## src/rtl/add_seq_x64_pkg.sv

```systemverilog
// Shared types for the sequential adder: FSM states, default sizing and the
// condition-flag bundle also used by the Execute-stage condition-code register.
package add_seq_x64_pkg;

  localparam int DEF_W     = 64;
  localparam int DEF_CHUNK = 8;

  typedef enum logic [1:0] {
    IDLE = 2'd0,
    RUN  = 2'd1,
    DONE = 2'd2
  } state_t;

  typedef struct packed {
    logic cf;
    logic of;
    logic zf;
    logic sf;
  } flags_t;

endpackage

```

## src/rtl/add_seq_x64_if.sv

```systemverilog
// Operand/result handshake bundle for add_seq_x64; the master drives operands
// and consumes the result, the slave is the adder.
interface add_seq_x64_if #(
  parameter int W = 64
) ();

  logic         in_valid;
  logic         in_ready;
  logic [W-1:0] a;
  logic [W-1:0] b;
  logic         out_valid;
  logic         out_ready;
  logic [W-1:0] sum;
  logic         CF;
  logic         OF;
  logic         ZF;
  logic         SF;

  modport master (
    output in_valid, a, b, out_ready,
    input  in_ready, out_valid, sum, CF, OF, ZF, SF
  );

  modport slave (
    input  in_valid, a, b, out_ready,
    output in_ready, out_valid, sum, CF, OF, ZF, SF
  );

endinterface

```

## src/rtl/add_seq_x64_add_chunk.sv

```systemverilog
// CHUNK-bit ripple of full adders; also exposes the carry into the top bit so
// the last chunk can form the signed-overflow flag.
module add_chunk #(
  parameter int CHUNK = 8
) (
  input  logic [CHUNK-1:0] x,
  input  logic [CHUNK-1:0] y,
  input  logic             cin,
  output logic [CHUNK-1:0] s,
  output logic             cout,
  output logic             c_msb_in
);

  // NOTE: blocking assignments here are deliberate -- the carry variable must
  // ripple bit-to-bit within a single evaluation of this combinational block.
  always_comb begin
    logic c;
    c        = cin;
    s        = '0;
    c_msb_in = 1'b0;
    for (int i = 0; i < CHUNK; i++) begin
      if (i == CHUNK - 1) c_msb_in = c;
      s[i] = x[i] ^ y[i] ^ c;
      c    = (x[i] & y[i]) | (c & (x[i] ^ y[i]));
    end
    cout = c;
  end

endmodule

```

## src/rtl/add_seq_x64.sv

```systemverilog
// Multi-cycle two's-complement adder: one CHUNK-bit slice per clock with the
// carry held in a register, then sum and y86 flags presented until taken.
module add_seq_x64
  import add_seq_x64_pkg::*;
#(
  parameter int W     = DEF_W,
  parameter int CHUNK = DEF_CHUNK
) (
  input  logic               clk,
  input  logic               rst_n,
  add_seq_x64_if.slave       bus
);

  localparam int NCHUNK = W / CHUNK;
  localparam int CNT_W  = (NCHUNK > 1) ? $clog2(NCHUNK) : 1;

  state_t             r_state;
  state_t             w_state_next;
  logic [W-1:0]       r_a;
  logic [W-1:0]       r_b;
  logic [W-1:0]       r_sum;
  logic               r_carry;
  logic [CNT_W-1:0]   r_cnt;
  flags_t             r_flags;

  logic               w_in_ready;
  logic               w_out_valid;
  logic               w_accept;
  logic               w_last;
  int                 w_base;
  logic [CHUNK-1:0]   w_x;
  logic [CHUNK-1:0]   w_y;
  logic [CHUNK-1:0]   w_s;
  logic               w_cout;
  logic               w_c_msb;
  logic [W-1:0]       w_sum_next;

  assign w_accept = bus.in_valid && w_in_ready;
  assign w_last   = (r_cnt == CNT_W'(NCHUNK - 1));

  // NOTE: sequential state uses non-blocking assignments so every register
  // samples pre-edge values regardless of process ordering.
  always_ff @(posedge clk or negedge rst_n) begin
    if (!rst_n) r_state <= IDLE;
    else        r_state <= w_state_next;
  end

  // NOTE: the default assignment first means no path leaves w_state_next
  // unassigned, so no latch is inferred.
  always_comb begin
    w_state_next = r_state;
    case (r_state)
      IDLE:    if (w_accept)      w_state_next = RUN;
      RUN:     if (w_last)        w_state_next = DONE;
      DONE:    if (bus.out_ready) w_state_next = IDLE;
      default:                    w_state_next = IDLE;
    endcase
  end

  always_comb begin
    w_in_ready  = (r_state == IDLE);
    w_out_valid = (r_state == DONE);
  end

  // Slice select for the chunk currently being added; the new chunk is merged
  // into the running sum so the flags see the complete final value.
  always_comb begin
    w_base     = int'(r_cnt) * CHUNK;
    w_x        = r_a[w_base +: CHUNK];
    w_y        = r_b[w_base +: CHUNK];
    w_sum_next = r_sum;
    w_sum_next[w_base +: CHUNK] = w_s;
  end

  add_chunk #(.CHUNK(CHUNK)) u_add_chunk (
    .x        (w_x),
    .y        (w_y),
    .cin      (r_carry),
    .s        (w_s),
    .cout     (w_cout),
    .c_msb_in (w_c_msb)
  );

  // NOTE: operand and result registers are reset too; the reset-value
  // contract covers sum and flags, and a uniform async reset keeps one block.
  always_ff @(posedge clk or negedge rst_n) begin
    if (!rst_n) begin
      r_a     <= '0;
      r_b     <= '0;
      r_sum   <= '0;
      r_carry <= 1'b0;
      r_cnt   <= '0;
      r_flags <= '0;
    end else begin
      case (r_state)
        IDLE: begin
          if (w_accept) begin
            r_a     <= bus.a;
            r_b     <= bus.b;
            r_carry <= 1'b0;
            r_cnt   <= '0;
          end
        end
        RUN: begin
          r_sum   <= w_sum_next;
          r_carry <= w_cout;
          if (w_last) begin
            r_flags.cf <= w_cout;
            r_flags.of <= w_cout ^ w_c_msb;
            r_flags.zf <= ~|w_sum_next;
            r_flags.sf <= w_sum_next[W-1];
          end else begin
            r_cnt <= r_cnt + CNT_W'(1);
          end
        end
        default: ;
      endcase
    end
  end

  assign bus.in_ready  = w_in_ready;
  assign bus.out_valid = w_out_valid;
  assign bus.sum       = r_sum;
  assign bus.CF        = r_flags.cf;
  assign bus.OF        = r_flags.of;
  assign bus.ZF        = r_flags.zf;
  assign bus.SF        = r_flags.sf;

endmodule

```

## src/flat_wrapper.sv

```systemverilog
// flat-port wrapper written by rule: the top's interface ports become plain ports
module add_seq_x64_flat import add_seq_x64_pkg::*;
#(
  parameter int W     = DEF_W,
  parameter int CHUNK = DEF_CHUNK
)
  (clk, rst_n, bus_in_valid, bus_a, bus_b, bus_out_ready, bus_in_ready, bus_out_valid, bus_sum, bus_CF, bus_OF, bus_ZF, bus_SF);
  add_seq_x64_if #(.W(W)) bus_i ();
  input  logic clk;
  input  logic rst_n;
  input wire logic [$bits(bus_i.in_valid)-1:0] bus_in_valid;
  input wire logic [$bits(bus_i.a)-1:0] bus_a;
  input wire logic [$bits(bus_i.b)-1:0] bus_b;
  input wire logic [$bits(bus_i.out_ready)-1:0] bus_out_ready;
  output wire logic [$bits(bus_i.in_ready)-1:0] bus_in_ready;
  output wire logic [$bits(bus_i.out_valid)-1:0] bus_out_valid;
  output wire logic [$bits(bus_i.sum)-1:0] bus_sum;
  output wire logic [$bits(bus_i.CF)-1:0] bus_CF;
  output wire logic [$bits(bus_i.OF)-1:0] bus_OF;
  output wire logic [$bits(bus_i.ZF)-1:0] bus_ZF;
  output wire logic [$bits(bus_i.SF)-1:0] bus_SF;
  assign bus_i.in_valid = bus_in_valid;
  assign bus_i.a = bus_a;
  assign bus_i.b = bus_b;
  assign bus_i.out_ready = bus_out_ready;
  assign bus_in_ready = bus_i.in_ready;
  assign bus_out_valid = bus_i.out_valid;
  assign bus_sum = bus_i.sum;
  assign bus_CF = bus_i.CF;
  assign bus_OF = bus_i.OF;
  assign bus_ZF = bus_i.ZF;
  assign bus_SF = bus_i.SF;
  add_seq_x64 #(.W(W), .CHUNK(CHUNK)) u_core (.clk(clk), .rst_n(rst_n), .bus(bus_i));
endmodule
```

## config.mk

```make
export PLATFORM = sky130hd
export DESIGN_NAME = add_seq_x64_flat
export DESIGN_NICKNAME = d
export VERILOG_FILES = /design/src/rtl/add_seq_x64_pkg.sv /design/src/rtl/add_seq_x64_if.sv /design/src/rtl/add_seq_x64_add_chunk.sv /design/src/rtl/add_seq_x64.sv /design/src/flat_wrapper.sv
export SDC_FILE = /design/constraint.sdc
export NUM_CORES = 1
export LEC_CHECK = 0
export ABC_AREA = 1
export CAP_MARGIN = 10
export CORE_UTILIZATION = 52
export DETAILED_ROUTE_END_ITERATION = 7
export PLACE_DENSITY = 0.83
export SYNTH_ARGS = -nofsm -noshare
export SYNTH_HDL_FRONTEND = slang
export SYNTH_HIERARCHICAL = 1
export SYNTH_SLANG_ARGS = --single-unit
```

## constraint.sdc

```tcl
create_clock -name clk -period 7.42 [get_ports clk]
set_input_delay 1.484 -clock clk [delete_from_list [all_inputs] [get_ports clk]]
set_output_delay 1.484 -clock clk [all_outputs]
set_load 0.02 [all_outputs]
```

# Yosys cells after proc, flatten, opt, wreduce, memory -nomap -nowiden

Index checks and enable logic that the tools add are counted.
Widths: inputs -> output; s select.

Flip-flop bits (word level): 202
Input bits: 132
Output and inout bits: 70
Word-level logic and storage cells: 84

Add/subtract/negate cells: 2
Equal/unequal tests: 7
Shifts and indexed selects: 4
Multiplexer cells: 10
Bitwise operators: 41
Reductions and logical operators: 10

Operators by type and width:

| kind                    | count |
|---|---|
| $shiftx 64x7->8         | 2 |
| $bwmux 64               | 1 |
| $reduce_or 64->1        | 1 |
| $shift 8x33->64 const A | 1 |
| $shiftx 8x33->64        | 1 |
| $neg 6->33              | 1 |
| $xor 1x1->1             | 17 |
| $and 1x1->1             | 16 |
| $or 1x1->1              | 8 |
| $mux 2                  | 3 |
| $mux 3                  | 2 |
| $ne 2x2->1 const B      | 3 |
| $pmux 2 s3              | 1 |
| $pmux 3 s2              | 1 |
| $reduce_and 2->1        | 3 |
| $reduce_and 3->1        | 2 |
| $add 3x1->3 const B     | 1 |
| $eq 3x3->1 const B      | 1 |
| $eq 2x1->1 const B      | 1 |
| $eq 2x2->1 const B      | 1 |
| $logic_not 2->1         | 1 |
| $ne 2x1->1 const B      | 1 |
| $pmux 1 s2              | 1 |
| $reduce_bool 2->1       | 1 |
| other kinds (3)         | 3 |

# Depth between registers and ports, before layout

Word-level depth: 21
Gate-level depth with buffers: 33
Gate-level depth less buffers: 30

# By module

The synthesis kept the hierarchy.

Modules (own cells, without submodules):

| module      | instances | cells an instance | area an instance (sq um) | seq. area each (sq um) |
|---|---|---|---|---|
| add_seq_x64 | 1         | 1392              | 10129.7                  | 5054.8 |
| add_chunk   | 1         | 18                | 197.7                    | 0.0 |

# Worst setup path after synthesis

OpenSTA, ideal clock, no wires.

Path type: register to register
Start: register u_core.r_cnt[0]
End: register u_core.r_flags (netlist bit u_core/bus.ZF)
Setup time: 0.116 ns
Arrival: 5.021 ns
Required time: 7.304 ns
Slack: 2.282 ns
Cell stages (with the launch flop): 32
Buffers on the path: 3
Period minus slack after synthesis: 5.138 ns
Cell sequence: dfrtp_1 inv_2 buf_4 buf_2 clkbuf_1 o21ai_0 o22ai_1 nor2_1 a31oi_1 fa_1 inv_1 fa_1 inv_1 fa_1 fa_1 fa_1 fa_1 inv_1 fa_1 inv_1 fa_1 nand2_1 nor2_1 nand2_1 o21ai_1 nor2_1 nand2_1 nor2_1 nand2_1 nor2_1 nand2_1 nand2_1

Word-level cells in the longest chain between the ends: 21
Elaborated cells between the ends (all ways): 47
Classes of those cells: add/sub (1); eq/ne (1); shift (4); mux (1); bitwise (37); reduce/logical (3)

Ends and longest elaborated chain:

| item                     | line                        | text |
|---|---|---|
| start: declaration       | add_seq_x64.sv:23           | `logic [CNT_W-1:0] r_cnt;` |
| start signal: assignment | add_seq_x64.sv:113          | `r_cnt <= r_cnt + CNT_W'(1);` |
| $shiftx 64x7->8 *        | add_seq_x64.sv:69           | `w_x = r_a[w_base +: CHUNK];` |
| via u_core.w_x[0]        | add_seq_x64.sv:31           | `logic [CHUNK-1:0] w_x;` |
| $xor 1x1->1              | add_seq_x64_add_chunk.sv:24 | `c = (x[i] & y[i]) \| (c & (x[i] ^ y[i]));` |
| $and 1x1->1              | add_seq_x64_add_chunk.sv:24 |  |
| $or 1x1->1 *             | add_seq_x64_add_chunk.sv:24 |  |
| $and 1x1->1 *            | add_seq_x64_add_chunk.sv:24 |  |
| $or 1x1->1 *             | add_seq_x64_add_chunk.sv:24 |  |
| $and 1x1->1 *            | add_seq_x64_add_chunk.sv:24 |  |
| (+8 left out)            | n/a                         |  |
| $or 1x1->1 *             | add_seq_x64_add_chunk.sv:24 |  |
| via u_core.w_c_msb       | add_seq_x64.sv:35           | `logic w_c_msb;` |
| $xor 1x1->1 *            | add_seq_x64_add_chunk.sv:23 | `s[i] = x[i] ^ y[i] ^ c;` |
| via u_core.w_s[7]        | add_seq_x64.sv:33           | `logic [CHUNK-1:0] w_s;` |
| $shiftx 8x33->64 *       | add_seq_x64.sv:72           | `w_sum_next[w_base +: CHUNK] = w_s;` |
| $bwmux 64 *              | add_seq_x64.sv:72           |  |
| $reduce_or 64->1 *       | add_seq_x64.sv:110          | `r_flags.zf <= ~\|w_sum_next;` |
| $logic_not 1->1 *        | add_seq_x64.sv:110          |  |
| end: declaration         | add_seq_x64.sv:24           | `flags_t r_flags;` |

The timed path passes the listed nets; every way through them passes the cells marked *.
A chain may end at the register's enable or synchronous reset.

# Worst setup path in the final report

Start: register u_core.r_cnt[0]
End: register u_core.r_flags (netlist bit u_core/bus.ZF)

Word-level cells in the longest chain between the ends: 21
Elaborated cells between the ends (all ways): 47
Classes of those cells: add/sub (1); eq/ne (1); shift (4); mux (1); bitwise (37); reduce/logical (3)

Ends and longest elaborated chain:

| item               | line                        | text |
|---|---|---|
| $shiftx 64x7->8 *  | add_seq_x64.sv:70           | `w_y = r_b[w_base +: CHUNK];` |
| via u_core.w_y[0]  | add_seq_x64.sv:32           | `logic [CHUNK-1:0] w_y;` |
| $xor 1x1->1        | add_seq_x64_add_chunk.sv:24 |  |
| $and 1x1->1        | add_seq_x64_add_chunk.sv:24 |  |
| $or 1x1->1 *       | add_seq_x64_add_chunk.sv:24 |  |
| $and 1x1->1 *      | add_seq_x64_add_chunk.sv:24 |  |
| $or 1x1->1 *       | add_seq_x64_add_chunk.sv:24 |  |
| $and 1x1->1 *      | add_seq_x64_add_chunk.sv:24 |  |
| (+8 left out)      | n/a                         |  |
| $or 1x1->1 *       | add_seq_x64_add_chunk.sv:24 |  |
| via u_core.w_c_msb | add_seq_x64.sv:35           |  |
| $xor 1x1->1 *      | add_seq_x64_add_chunk.sv:23 |  |
| via u_core.w_s[7]  | add_seq_x64.sv:33           |  |
| $shiftx 8x33->64 * | add_seq_x64.sv:72           |  |
| $bwmux 64 *        | add_seq_x64.sv:72           |  |
| $reduce_or 64->1 * | add_seq_x64.sv:110          |  |
| $logic_not 1->1 *  | add_seq_x64.sv:110          |  |

Marks and branches as above.

==> reports/metrics.yaml <==
run_status:
  status: "complete, no violations"
setup_path:
  crit_buf_inv: 5
  crit_family: "adder cells"
  cp_max_fo: 43
  cp_data_required_time_ps: 7810
  critPathArrivalTime_ps: 6470
  worstSetupPathType: "flop to flop"
  max_stage_delay_ps: 860
  cp_slowest_cell: "dfrtp_2"
  worstSetupEndpointType: "flop"
  start_kind: "flop"
  cpMostUsedCell: "nand2_1"
route:
  drtPass1Iterations: 6
  vias: 9965
  routedWlPerCell_um: 16.1
  ant_nets: 0
  drt-total-wl_mm: 29.7
  vias_per_cell: 5.39
  drc: 0
  first_iter_violations: 848
finish:
  layout-drive-gt1-share_pct: 3.92
  syn_to_final_growth_pct: 26.9
  nNetsFinal: 1717
  fillers: 1589
  final_common_cell: "nand2_1"
  layout_common_cells: "nand2_1 (646), dfrtp_1 (201), clkdlybuf4s50_1 (200)"
  diodes: 0
sta:
  finClkSkew_ps: 22.0
  setup_viol: 0
  max_freq_mhz: 165
  tightest_slew_ps: 930
  hold_viol: 0
  grt_setup_unrepaired: "false"
  tns_ps: 0
  period_needed_ps: 6070
  slew_headroom_pct: 38.0
  maxSlewViolCount: 0
  fin_crit_sh_pct: 81.8
clock_network:
  cts_buffers: 22
  cts-hold-fix-buffers: 0
  cts-root-buf: "clkbuf_16"
  clock_latency_ps: 520
  clockBufferDepth: 3
  cts.sinks: 202
  cts_tree: "done"
  cts_resized: 0
  cts_htree_levels: 1
  cts_setup_buffers: 0
  clk_pin_slew_ps: 60
global_route:
  grt_pass1_wl_mm: 48.0
  grt_use_total_pct: 30.1
  grt_pass1_vias: 9506
  overflow: 0
  grt_max_degree: 108
  antenna_found_initial: 0
floorplanning:
  io_pins: 202
  dieHeight_um: 143
  num_rows: 51
  design.die.area_um2: 20400
  core_area_um2: 19500
  initial_core_util_pct: 53.1
  die_w_um: 143
yosys:
  synth_top_area_share_pct: 48.9
  yosysTopAreaCell: "dfrtp_1"
  synth_area_leaders: "dfrtp_1 (49%), nand2_1 (24%), o21ai_0 (6.1%)"
  ys_seq_area_share_pct: 48.9
  synth_seq_cells: 202
  syn_area_per_cell_um2: 7.32
  synth_cell_types: 31
  synthCells: 1410
  synth_area_um2: 10300
  syn-num-nets: 1558
  yosys_warnings: 6
power:
  peakVddDrop_mv: 0.218
  p_leak_nw: 6.41
  finalPower_mw: 6.71
  p_per_area_nw_per_um2: 512
placed_design:
  port_buffers: 201
  hpwlAfterDp_mm: 21.4
  gp_congestion: 0.912
job:
  maxCapViolCount: 0
hold_path:
  min_path_type: "flop to flop"
cell type report:
class | count | area, um2 | area share, %
inverter | 67 | 259 | 1.98
clock inverter | 8 | 78.8 | 0.602
sequential | 202 | 5060 | 38.6
timing repair buffer | 211 | 2090 | 16.0
clock buffer | 30 | 601 | 4.58
multi-input combinational | 1065 | 4690 | 35.8
tap | 265 | 332 | 2.53
power breakdown:
part | internal [mW] | total [mW] | switching [mW]
clock | 0.602 | 1.04 | 0.437
sequential | 1.60 | 1.98 | 0.383
combinational | 1.26 | 3.69 | 2.42
total | 3.47 | 6.71 | 3.24
metal layers:
layer	up-vias	track usage [%]	share of wire (%)
li1	4764	-	-
met1	4651	40.2	41
met2	469	49.3	48
met3	81	3.79	7.0
met4	0	13.1	3.9
met5	-	0	0
through the flow:
| step | hold WS, ps | worst slack [ps] | cell area [um2] | instances | util, % |
|---|---|---|---|---|---|
| after floorplan | 444 | 2280 | 10300 | 1410 | - |
| after global placement | 459 | 1670 | 12400 | 1810 | 63.8 |
| after detailed placement | 460 | 1500 | 12400 | 1810 | 63.8 |
| after CTS | 477 | 1480 | 13100 | 1848 | 67.3 |
| after global routing | 488 | 943 | 13100 | 1848 | 67.3 |
| final | 478 | 1350 | 13100 | 1848 | 67.3 |
kinds of logic after synthesis:
family | after synthesis | synth area share, %
buf+inv | 143 | 5.78
fa+ha+maj | 16 | 2.52
simple gates | 863 | 33.1
xor+xnor | 1 | 0.0848
compound gates | 185 | 9.57
flops | 202 | 48.9
worst min-delay path: stages (launching register included):
cell and delay (ps):
dfrtp_1 340, nand2_1 60, nand2_1 50
worst paths after layout:
path	depth (start not counted)	to	startpoint	slack [ps]
max reg2reg	30	u_core/bus.ZF$_DFFE_PN0P_	u_core/r_cnt[0]$_DFFE_PN0P_	1350
max	30	u_core/bus.ZF$_DFFE_PN0P_	u_core/r_cnt[0]$_DFFE_PN0P_	1350
min in group asynchronous	1	u_core/r_a[59]$_DFFE_PN0P_	rst_n	1000
max in group asynchronous	2	u_core/r_b[3]$_DFFE_PN0P_	rst_n	5160
min reg2reg	2	u_core/r_a[12]$_DFFE_PN0P_	u_core/r_a[12]$_DFFE_PN0P_	480
min	2	u_core/r_a[12]$_DFFE_PN0P_	u_core/r_a[12]$_DFFE_PN0P_	480
registers in the layout, summed over array words and instances, names as in the netlist:
name and flops:
u_core/r_b 64, u_core/r_a 64, u_core/bus.SF 1, u_core/bus.CF 1, u_core/bus.OF 1, u_core/r_cnt 3, u_core/bus.ZF 1, u_core/bus.sum 64
u_core/r_carry 1, u_core/r_state 2
cell usage after synthesis (all sizes together):
cell type  number
nand2         651
dfrtp         202
nor2          165
o21ai         140
inv            65
clkbuf         54
nand3          26
a31oi          22
buf            22
nand4          19
o22ai          17
fa              8
ha              8
a21oi           5
clkinv          2
nand3b          1
nor3            1
o31ai           1
xnor2           1
Power figures use the tool's default switching activity.
